### src/rtl/uart_pkg.sv
// -----------------------------------------------------------------------------
// uart_pkg
// Shared definitions for the UART transmit path: register address of the LCR,
// word-length encodings, the transmit sequencer state type, the latched frame
// configuration and the stop-bit duration helper.
// -----------------------------------------------------------------------------
package uart_pkg;

  // Line control register address in the UART register map.
  localparam logic [7:0] LCR_ADDR = 8'h0C;

  // WLS encodings (word length).
  localparam logic [1:0] WLS_5 = 2'b00;
  localparam logic [1:0] WLS_6 = 2'b01;
  localparam logic [1:0] WLS_7 = 2'b10;
  localparam logic [1:0] WLS_8 = 2'b11;

  // Stop-bit durations in 16x baud ticks.
  localparam int STOP_TICKS_1   = 16;
  localparam int STOP_TICKS_1P5 = 24;
  localparam int STOP_TICKS_2   = 32;

  typedef enum logic [2:0] {
    IDLE   = 3'd0,
    START  = 3'd1,
    DATA   = 3'd2,
    PARITY = 3'd3,
    STOP   = 3'd4
  } tx_state_t;

  // LCR fields captured at TSR load; held for the whole frame.
  typedef struct packed {
    logic [1:0] wls;
    logic       stb;
    logic       pen;
    logic       eps;
    logic       sp;
  } frame_cfg_t;

  // Stop duration in ticks, scaled from the 16x reference to the actual
  // oversample rate. STB selects 1.5 stop bits only for 5-bit words.
  function automatic logic [5:0] stop_ticks(input frame_cfg_t cfg, input int oversample);
    int base;
    if (!cfg.stb)              base = STOP_TICKS_1;
    else if (cfg.wls == WLS_5) base = STOP_TICKS_1P5;
    else                       base = STOP_TICKS_2;
    return 6'(base * oversample / 16);
  endfunction

endpackage

### src/rtl/uart_tx_frame_if.sv
// -----------------------------------------------------------------------------
// uart_tx_frame_if
// Bus-side interface of the transmitter holding register.
//   thr_data  : byte to transmit (master -> slave)
//   thr_wr    : write strobe (master -> slave)
//   thr_ready : THR can accept a write this cycle (slave -> master)
//   thre      : THR empty status (slave -> master)
//   temt      : THR and TSR empty, line idle (slave -> master)
//   dbg_state : current transmit sequencer state (slave -> master)
//
// Handshake: thr_wr acts as valid and thr_ready as ready. A byte is taken on
// the rising clock edge where both are high; thr_data must be stable while
// thr_wr is high. A write while thr_ready is low is not held or retried -- it
// is dropped and the slave state does not change.
// -----------------------------------------------------------------------------
interface uart_tx_frame_if;
  import uart_pkg::*;

  logic [7:0] thr_data;
  logic       thr_wr;
  logic       thr_ready;
  logic       thre;
  logic       temt;
  tx_state_t  dbg_state;

  modport master (
    output thr_data, thr_wr,
    input  thr_ready, thre, temt, dbg_state
  );

  modport slave (
    input  thr_data, thr_wr,
    output thr_ready, thre, temt, dbg_state
  );

endinterface

### src/rtl/uart_tx_parity.sv
// -----------------------------------------------------------------------------
// uart_tx_parity
// Combinational parity bit for one transmit word.
//   i_data   : word held in the TSR (bits above the word length ignored)
//   i_wls    : word length select
//   i_eps    : even parity select
//   i_sp     : stick parity
//   o_parity : parity bit to place on the line
// -----------------------------------------------------------------------------
module uart_tx_parity
  import uart_pkg::*;
(
  input  logic [7:0] i_data,
  input  logic [1:0] i_wls,
  input  logic       i_eps,
  input  logic       i_sp,
  output logic       o_parity
);

  logic [7:0] w_mask;
  logic       w_xor;

  always_comb begin
    w_mask = 8'hFF;
    case (i_wls)
      WLS_5:   w_mask = 8'h1F;
      WLS_6:   w_mask = 8'h3F;
      WLS_7:   w_mask = 8'h7F;
      default: w_mask = 8'hFF;
    endcase
    w_xor = ^(i_data & w_mask);
    // Stick parity forces a constant level, the inverse of EPS.
    if (i_sp)       o_parity = ~i_eps;
    else if (i_eps) o_parity = w_xor;
    else            o_parity = ~w_xor;
  end

endmodule

### src/rtl/uart_tx_frame.sv
// -----------------------------------------------------------------------------
// uart_tx_frame
// UART transmitter: one-entry holding register (THR) feeding a transmit shift
// register (TSR), serialised onto txd with framing from the LCR fields.
//   m_clk     : system clock
//   reset     : asynchronous active-low reset
//   baud_tick : one-cycle pulse at OVERSAMPLE x baud rate
//   WLS/STB/PEN/EPS/SP : LCR framing fields, latched at each TSR load
//   BC        : break control, applied live to the registered txd
//   bus       : THR write handshake and status (uart_tx_frame_if.slave)
//   txd       : registered serial output
// OVERSAMPLE must be a power of two in 8..16.
// -----------------------------------------------------------------------------
module uart_tx_frame
  import uart_pkg::*;
#(
  parameter int OVERSAMPLE = 16
) (
  input  logic                  m_clk,
  input  logic                  reset,
  input  logic                  baud_tick,
  input  logic [1:0]            WLS,
  input  logic                  STB,
  input  logic                  PEN,
  input  logic                  EPS,
  input  logic                  SP,
  input  logic                  BC,
  uart_tx_frame_if.slave        bus,
  output logic                  txd
);

  localparam logic [3:0] TICK_LAST = 4'(OVERSAMPLE - 1);

  tx_state_t  r_state;
  logic [7:0] r_thr;
  logic       r_thr_full;
  logic [7:0] r_tsr;
  frame_cfg_t r_cfg;
  logic [3:0] r_tick_cnt;
  logic [2:0] r_bit_idx;
  logic [4:0] r_stop_cnt;
  logic       r_txd;

  frame_cfg_t w_lcr;
  logic       w_bit_end;
  logic       w_last_data;
  logic [4:0] w_stop_last;
  logic       w_stop_end;
  logic       w_load;
  logic       w_thr_ready;
  logic       w_wr;
  logic       w_parity;
  logic       w_frame_bit;

  assign w_lcr       = '{wls: WLS, stb: STB, pen: PEN, eps: EPS, sp: SP};
  assign w_bit_end   = baud_tick && (r_tick_cnt == TICK_LAST);
  assign w_last_data = (r_bit_idx == ({1'b0, r_cfg.wls} + 3'd4));
  assign w_stop_last = 5'(stop_ticks(r_cfg, OVERSAMPLE) - 6'd1);
  assign w_stop_end  = (r_state == STOP) && baud_tick && (r_stop_cnt == w_stop_last);

  // TSR loads from a full THR either when idle (no tick needed) or on the
  // final stop tick, which chains frames with no idle gap.
  assign w_load      = r_thr_full && ((r_state == IDLE) || w_stop_end);
  // Ready reflects the THR as it will be after a same-cycle load.
  assign w_thr_ready = ~r_thr_full | w_load;
  assign w_wr        = bus.thr_wr && w_thr_ready;

  uart_tx_parity u_parity (
    .i_data   (r_tsr),
    .i_wls    (r_cfg.wls),
    .i_eps    (r_cfg.eps),
    .i_sp     (r_cfg.sp),
    .o_parity (w_parity)
  );

  always_comb begin
    w_frame_bit = 1'b1;
    case (r_state)
      START:   w_frame_bit = 1'b0;
      DATA:    w_frame_bit = r_tsr[r_bit_idx];
      PARITY:  w_frame_bit = w_parity;
      default: w_frame_bit = 1'b1;
    endcase
  end

  always_ff @(posedge m_clk or negedge reset) begin
    if (!reset) begin
      r_state    <= IDLE;
      r_thr      <= 8'h00;
      r_thr_full <= 1'b0;
      r_tsr      <= 8'h00;
      r_cfg      <= '0;
      r_tick_cnt <= 4'd0;
      r_bit_idx  <= 3'd0;
      r_stop_cnt <= 5'd0;
      r_txd      <= 1'b1;
    end else begin
      // Break masks the line only; the sequencer keeps consuming frames.
      r_txd <= w_frame_bit & ~BC;

      // A write in the same cycle as a load refills the THR.
      if (w_wr) begin
        r_thr      <= bus.thr_data;
        r_thr_full <= 1'b1;
      end else if (w_load) begin
        r_thr_full <= 1'b0;
      end

      if (w_load) begin
        r_tsr <= r_thr;
        r_cfg <= w_lcr;
      end

      case (r_state)
        IDLE: begin
          // A tick coinciding with the load is not counted.
          if (w_load) begin
            r_state    <= START;
            r_tick_cnt <= 4'd0;
          end
        end
        START: begin
          if (w_bit_end) begin
            r_tick_cnt <= 4'd0;
            r_bit_idx  <= 3'd0;
            r_state    <= DATA;
          end else if (baud_tick) begin
            r_tick_cnt <= r_tick_cnt + 4'd1;
          end
        end
        DATA: begin
          if (w_bit_end) begin
            r_tick_cnt <= 4'd0;
            if (w_last_data) begin
              r_stop_cnt <= 5'd0;
              r_state    <= r_cfg.pen ? PARITY : STOP;
            end else begin
              r_bit_idx <= r_bit_idx + 3'd1;
            end
          end else if (baud_tick) begin
            r_tick_cnt <= r_tick_cnt + 4'd1;
          end
        end
        PARITY: begin
          if (w_bit_end) begin
            r_tick_cnt <= 4'd0;
            r_stop_cnt <= 5'd0;
            r_state    <= STOP;
          end else if (baud_tick) begin
            r_tick_cnt <= r_tick_cnt + 4'd1;
          end
        end
        STOP: begin
          if (w_stop_end) begin
            r_tick_cnt <= 4'd0;
            r_stop_cnt <= 5'd0;
            r_state    <= r_thr_full ? START : IDLE;
          end else if (baud_tick) begin
            r_stop_cnt <= r_stop_cnt + 5'd1;
          end
        end
        default: r_state <= IDLE;
      endcase
    end
  end

  assign txd           = r_txd;
  assign bus.thr_ready = w_thr_ready;
  assign bus.thre      = ~r_thr_full;
  assign bus.temt      = ~r_thr_full && (r_state == IDLE);
  assign bus.dbg_state = r_state;

endmodule

### src/flat_wrapper.sv
// flat-port wrapper written by rule: the top's interface ports become plain ports
module uart_tx_frame_flat import uart_pkg::*;
#(
  parameter int OVERSAMPLE = 16
)
  (m_clk, reset, baud_tick, WLS, STB, PEN, EPS, SP, BC, txd, bus_thr_data, bus_thr_wr, bus_thr_ready, bus_thre, bus_temt, bus_dbg_state);
  uart_tx_frame_if bus_i ();
  input  logic m_clk;
  input  logic reset;
  input  logic baud_tick;
  input  logic [1:0] WLS;
  input  logic STB;
  input  logic PEN;
  input  logic EPS;
  input  logic SP;
  input  logic BC;
  output logic txd;
  input wire logic [$bits(bus_i.thr_data)-1:0] bus_thr_data;
  input wire logic [$bits(bus_i.thr_wr)-1:0] bus_thr_wr;
  output wire logic [$bits(bus_i.thr_ready)-1:0] bus_thr_ready;
  output wire logic [$bits(bus_i.thre)-1:0] bus_thre;
  output wire logic [$bits(bus_i.temt)-1:0] bus_temt;
  output wire logic [$bits(bus_i.dbg_state)-1:0] bus_dbg_state;
  assign bus_i.thr_data = bus_thr_data;
  assign bus_i.thr_wr = bus_thr_wr;
  assign bus_thr_ready = bus_i.thr_ready;
  assign bus_thre = bus_i.thre;
  assign bus_temt = bus_i.temt;
  assign bus_dbg_state = bus_i.dbg_state;
  uart_tx_frame #(.OVERSAMPLE(OVERSAMPLE)) u_core (.m_clk(m_clk), .reset(reset), .baud_tick(baud_tick), .WLS(WLS), .STB(STB), .PEN(PEN), .EPS(EPS), .SP(SP), .BC(BC), .bus(bus_i), .txd(txd));
endmodule
### config.mk
export PLATFORM = sky130hd
export DESIGN_NAME = uart_tx_frame_flat
export DESIGN_NICKNAME = d
export VERILOG_FILES = /design/src/rtl/uart_pkg.sv /design/src/rtl/uart_tx_frame_if.sv /design/src/rtl/uart_tx_parity.sv /design/src/rtl/uart_tx_frame.sv /design/src/flat_wrapper.sv
export SDC_FILE = /design/constraint.sdc
export NUM_CORES = 1
export LEC_CHECK = 0
export ABC_AREA = 0
export BUFFER_PORTS_ARGS = -buffer_cell sky130_fd_sc_hd__buf_2
export CORE_UTILIZATION = 50
export DETAILED_ROUTE_END_ITERATION = 8
export PLACE_DENSITY_LB_ADDON = 0.2
export SYNTH_ARGS = -nofsm -noshare
export SYNTH_HDL_FRONTEND = slang
export SYNTH_SLANG_ARGS = --single-unit
### constraint.sdc
create_clock -name m_clk -period 2.35 [get_ports m_clk]
set_input_delay 0.47 -clock m_clk [delete_from_list [all_inputs] [get_ports m_clk]]
set_output_delay 0.47 -clock m_clk [all_outputs]
set_load 0.05 [all_outputs]
==> run_results.csv <==
group,metric,value,unit
cts,worstSkewPairLatency,0.30,ns
yosys,synth_top_area_cell,"dfrtp_1",
sta,tightest_slew,0.8925,ns
floorplanning,start_util,52.21,%
routing,ant_nets,0,
sta,finalHoldViolCount,0,
floorplanning,dieArea,4439,um^2
critical_path,worst-path-stages,6,
yosys,syn_inst,176,
pwr,peakVddDrop,0.7647,mV
critical_path,cp_top_family,"compound AO/OA/AOI/OAI gates",
status,status,"completed",
floorplanning,fp.coreArea,4000,um^2
place,gp_congestion,0.8452,
cells_and_area,antennaDiodeCount,0,
critical_path,worstRegToRegCells,6,
sta,worst_clock_skew,0.008128,ns
yosys,async_reset_ff_share,100.0,%
critical_path,cp_max_fo,5,
critical_path,critical-path-slowest-cell,"dfrtp_2",
floorplanning,die_x,66.63,um
cts,clock_path_buffers,2,
yosys,synth_edf_count,0,
yosys,ys_warn_count,0,
yosys,synth-main-ff-cell,"dfrtp_1",
worst_hold_path,hp-class,"in2reg",
cts,root_buffer,"clkbuf_8",
global_routing,grt_max_degree,40,
critical_path,r2r_start,"u_core.r_cfg[4]",
pwr,p_comb_share,49.8,%
cts,cts.htree.levels,2,
sta,setup_viol,0,
routing,dr.pass1.iters,4,
cells_and_area,nNetsFinal,234,
critical_path,r2r_slack,0.40,ns
yosys,synth_seq_area_share,46.79,%
critical_path,r2r_end,"u_core.r_thr[2]",
pwr,p_int,2.067,mW
global_routing,grt.total_usage,22.19,%
pwr,p_per_area,1417,nW/um^2
cells_and_area,nFillCells,324,
global_routing,grt_overflow,0,
sta,period_share,97.18,%
floorplanning,rows,23,
pwr,swShare,39.63,%
place,io_buffer_count,25,
routing,drcViolationCount,0,
sta,period_minus_slack,2.284,ns
cts,numCtsBuffers,5,
critical_path,critPathLaunch,"u_core.r_cfg[4]",
sta,slew_headroom,40.50,%
cts,cts.sinks,39,
critical_path,arrival,1.81,ns
yosys,synth_fp_nets,198,
global_routing,antenna_found_initial,0,
routing,drtIter0Drc,49,
global_routing,grt_pass1_vias,1544,
critical_path,startpoint_type,"flop",
pwr,pwr-share-seq,36.4,%
routing,routed_wl,4.297,mm
floorplanning,io_pins,26,
routing,routedWlPerCell,16.34,um
pwr,p_clk_share,13.8,%
yosys,synth_seq_cells,39,
floorplanning,die_h,66.63,um
yosys,yosysMostFrequentCell,"dfrtp_1",
cells_and_area,drive_gt1_share,38.03,%
cts,hold_buffers,0,
critical_path,required,1.88,ns
cells_and_area,fin_area,2417,um^2
cts,clkSlewWorstSetupHoldPaths,0.07,ns
yosys,avgSynthCellArea,11.87,um^2
sta,fin_tns_setup,0,ns
yosys,ys_top_cells_by_area,"dfrtp_1, mux2_2, mux2_4, o21ai_0, xnor2_1",
cells_and_area,area_growth,15.76,%
global_routing,grt_pass1_wl,7.162,mm
pwr,switching_power,1.357,mW
sta,drv_slew,0,
place,dp_hpwl,3.138,mm
job,max_cap_violations,0,
critical_path,cp-end-kind,"output port",
routing,routed_via_density,5.726,
routing,via_count,1506,
critical_path,slowest_delay,0.44,ns
critical_path,cp_cell_sequence,"o211a_1 > o21ai_2 > a21oi_4 > o21a_4 > nand2b_1 > buf_4",
critical_path,endpoint,"bus_thr_ready",
yosys,netlist.area_leader.share,45.54,%
pwr,p_leak,1.079,nW
critical_path,worst-setup-path-type,"reg2out",
critical_path,worst-path-buf-inv,1,
yosys,ys_types,48,
place,place_area,2288,um^2
sta,max_clock_freq,437.9,MHz
yosys,synth_area,2088,um^2
yosys,synthTopCellsByCount,"dfrtp_1, o21ai_0, mux2_2",
sta,rsz0062_at_grt,"no",
pwr,totalPowerFinal,3.424,mW
cts,cts_tree,"built",
-- registers in the layout, summed over array words and instances, names as in the netlist --
signal and flops:
u_core.r_stop_cnt 5, u_core.r_tsr 8, u_core.r_thr_full 1, u_core.txd 1, u_core.bus.dbg_state 3, u_core.r_tick_cnt 4, u_core.r_bit_idx 3, u_core.r_thr 8
u_core.r_cfg 6
-- cell type report --
cell class                      instances  area [um^2]  area share, %
Tap cell                               50        62.56          2.588
Inverter                                4        15.01         0.6211
Clock inverter                          1        5.005         0.2070
Sequential cell                        39        979.7          40.53
Clock buffer                            7        86.33          3.571
Multi-Input combinational cell        129         1081          44.72
Timing Repair Buffer                   33        187.7          7.764
-- power by group through the flow --
stage | registers, mW | logic (mW) | clock network [mW]
CTS | 1.25 | 1.68 | 0.484
finish | 1.25 | 1.71 | 0.472
floorplan | 1.26 | 1.29 | 0
global placement | 1.23 | 1.62 | 0
global route | 1.29 | 1.85 | 0.508
detailed placement | 1.26 | 1.66 | 0
-- worst min path at each step --
stage | start | end | slack [ns] | depth (start not counted)
after floorplan | reset | u_core.bus.dbg_state[0] | 0.17 | 0
after global placement | u_core.r_thr[4] | u_core.r_tsr[4] | 0.48 | 1
after detailed placement | u_core.r_thr[3] | u_core.r_tsr[3] | 0.49 | 1
after CTS | BC | u_core.txd | 0.29 | 2
after global routing | BC | u_core.txd | 0.29 | 2
final | BC | u_core.txd | 0.29 | 2
-- cells in the final DEF (no fill, tap or decap), types with 2 or more instances in the layout --
cell type / n
xnor2_1: 6
nor2_1: 8
o21ai_0: 17
nand4_1: 3
a22o_1: 5
nor2b_1: 4
nand2_1: 8
o22ai_1: 2
mux2_2: 16
nor3_1: 2
dfrtp_1: 36
inv_1: 4
clkbuf_8: 6
mux4_2: 2
dfrtp_2: 2
mux2_4: 7
buf_4: 9
nand3_1: 7
a21o_1: 2
nand2b_1: 3
buf_2: 24
a21oi_1: 8
ha_1: 2
-- cell families (layout without fill, tap and decap cells) --
family          Yosys count  in the layout  synth area share (%)
flops                    39             39                 46.79
mux                      26             26                 16.30
compound gates           47             47                 17.44
buf+inv                   8             45                 1.857
fa+ha+maj                 3              3                 1.798
simple gates             46             46                 12.22
xor+xnor                  7              7                 3.595
-- routing by layer --
layer  part of all wire, %  vias up  global-route usage (%)
li1                      -      723                       -
met1                    45      740                   27.19
met2                    50       39                   37.25
met3                   4.3        4                   5.822
met4                   1.0        0                   7.979
met5                     0        -                       0
-- per-stage QoR --
| step | cells | utilization, % | setup slack, ns | hold WS, ns |
|---|---|---|---|---|
| floorplan | 176 | - | 0.0003426 | 0.1744 |
| CTS | 259 | 59.59 | 0.001698 | 0.2875 |
| finish | 263 | 60.43 | 0.06623 | 0.2949 |
| global route | 263 | 60.43 | 0.002768 | 0.2905 |
| detailed placement | 251 | 57.21 | 0.2960 | 0.4910 |
| global placement | 251 | 57.21 | 0.3170 | 0.4829 |
-- what timing repair did --
action,CTS,global route
pin swaps,0,1
buffers inserted,0,4
resized for setup,2,2
endpoints found under the setup margin,1,1
No activity file was read; power rests on OpenSTA's default activity.
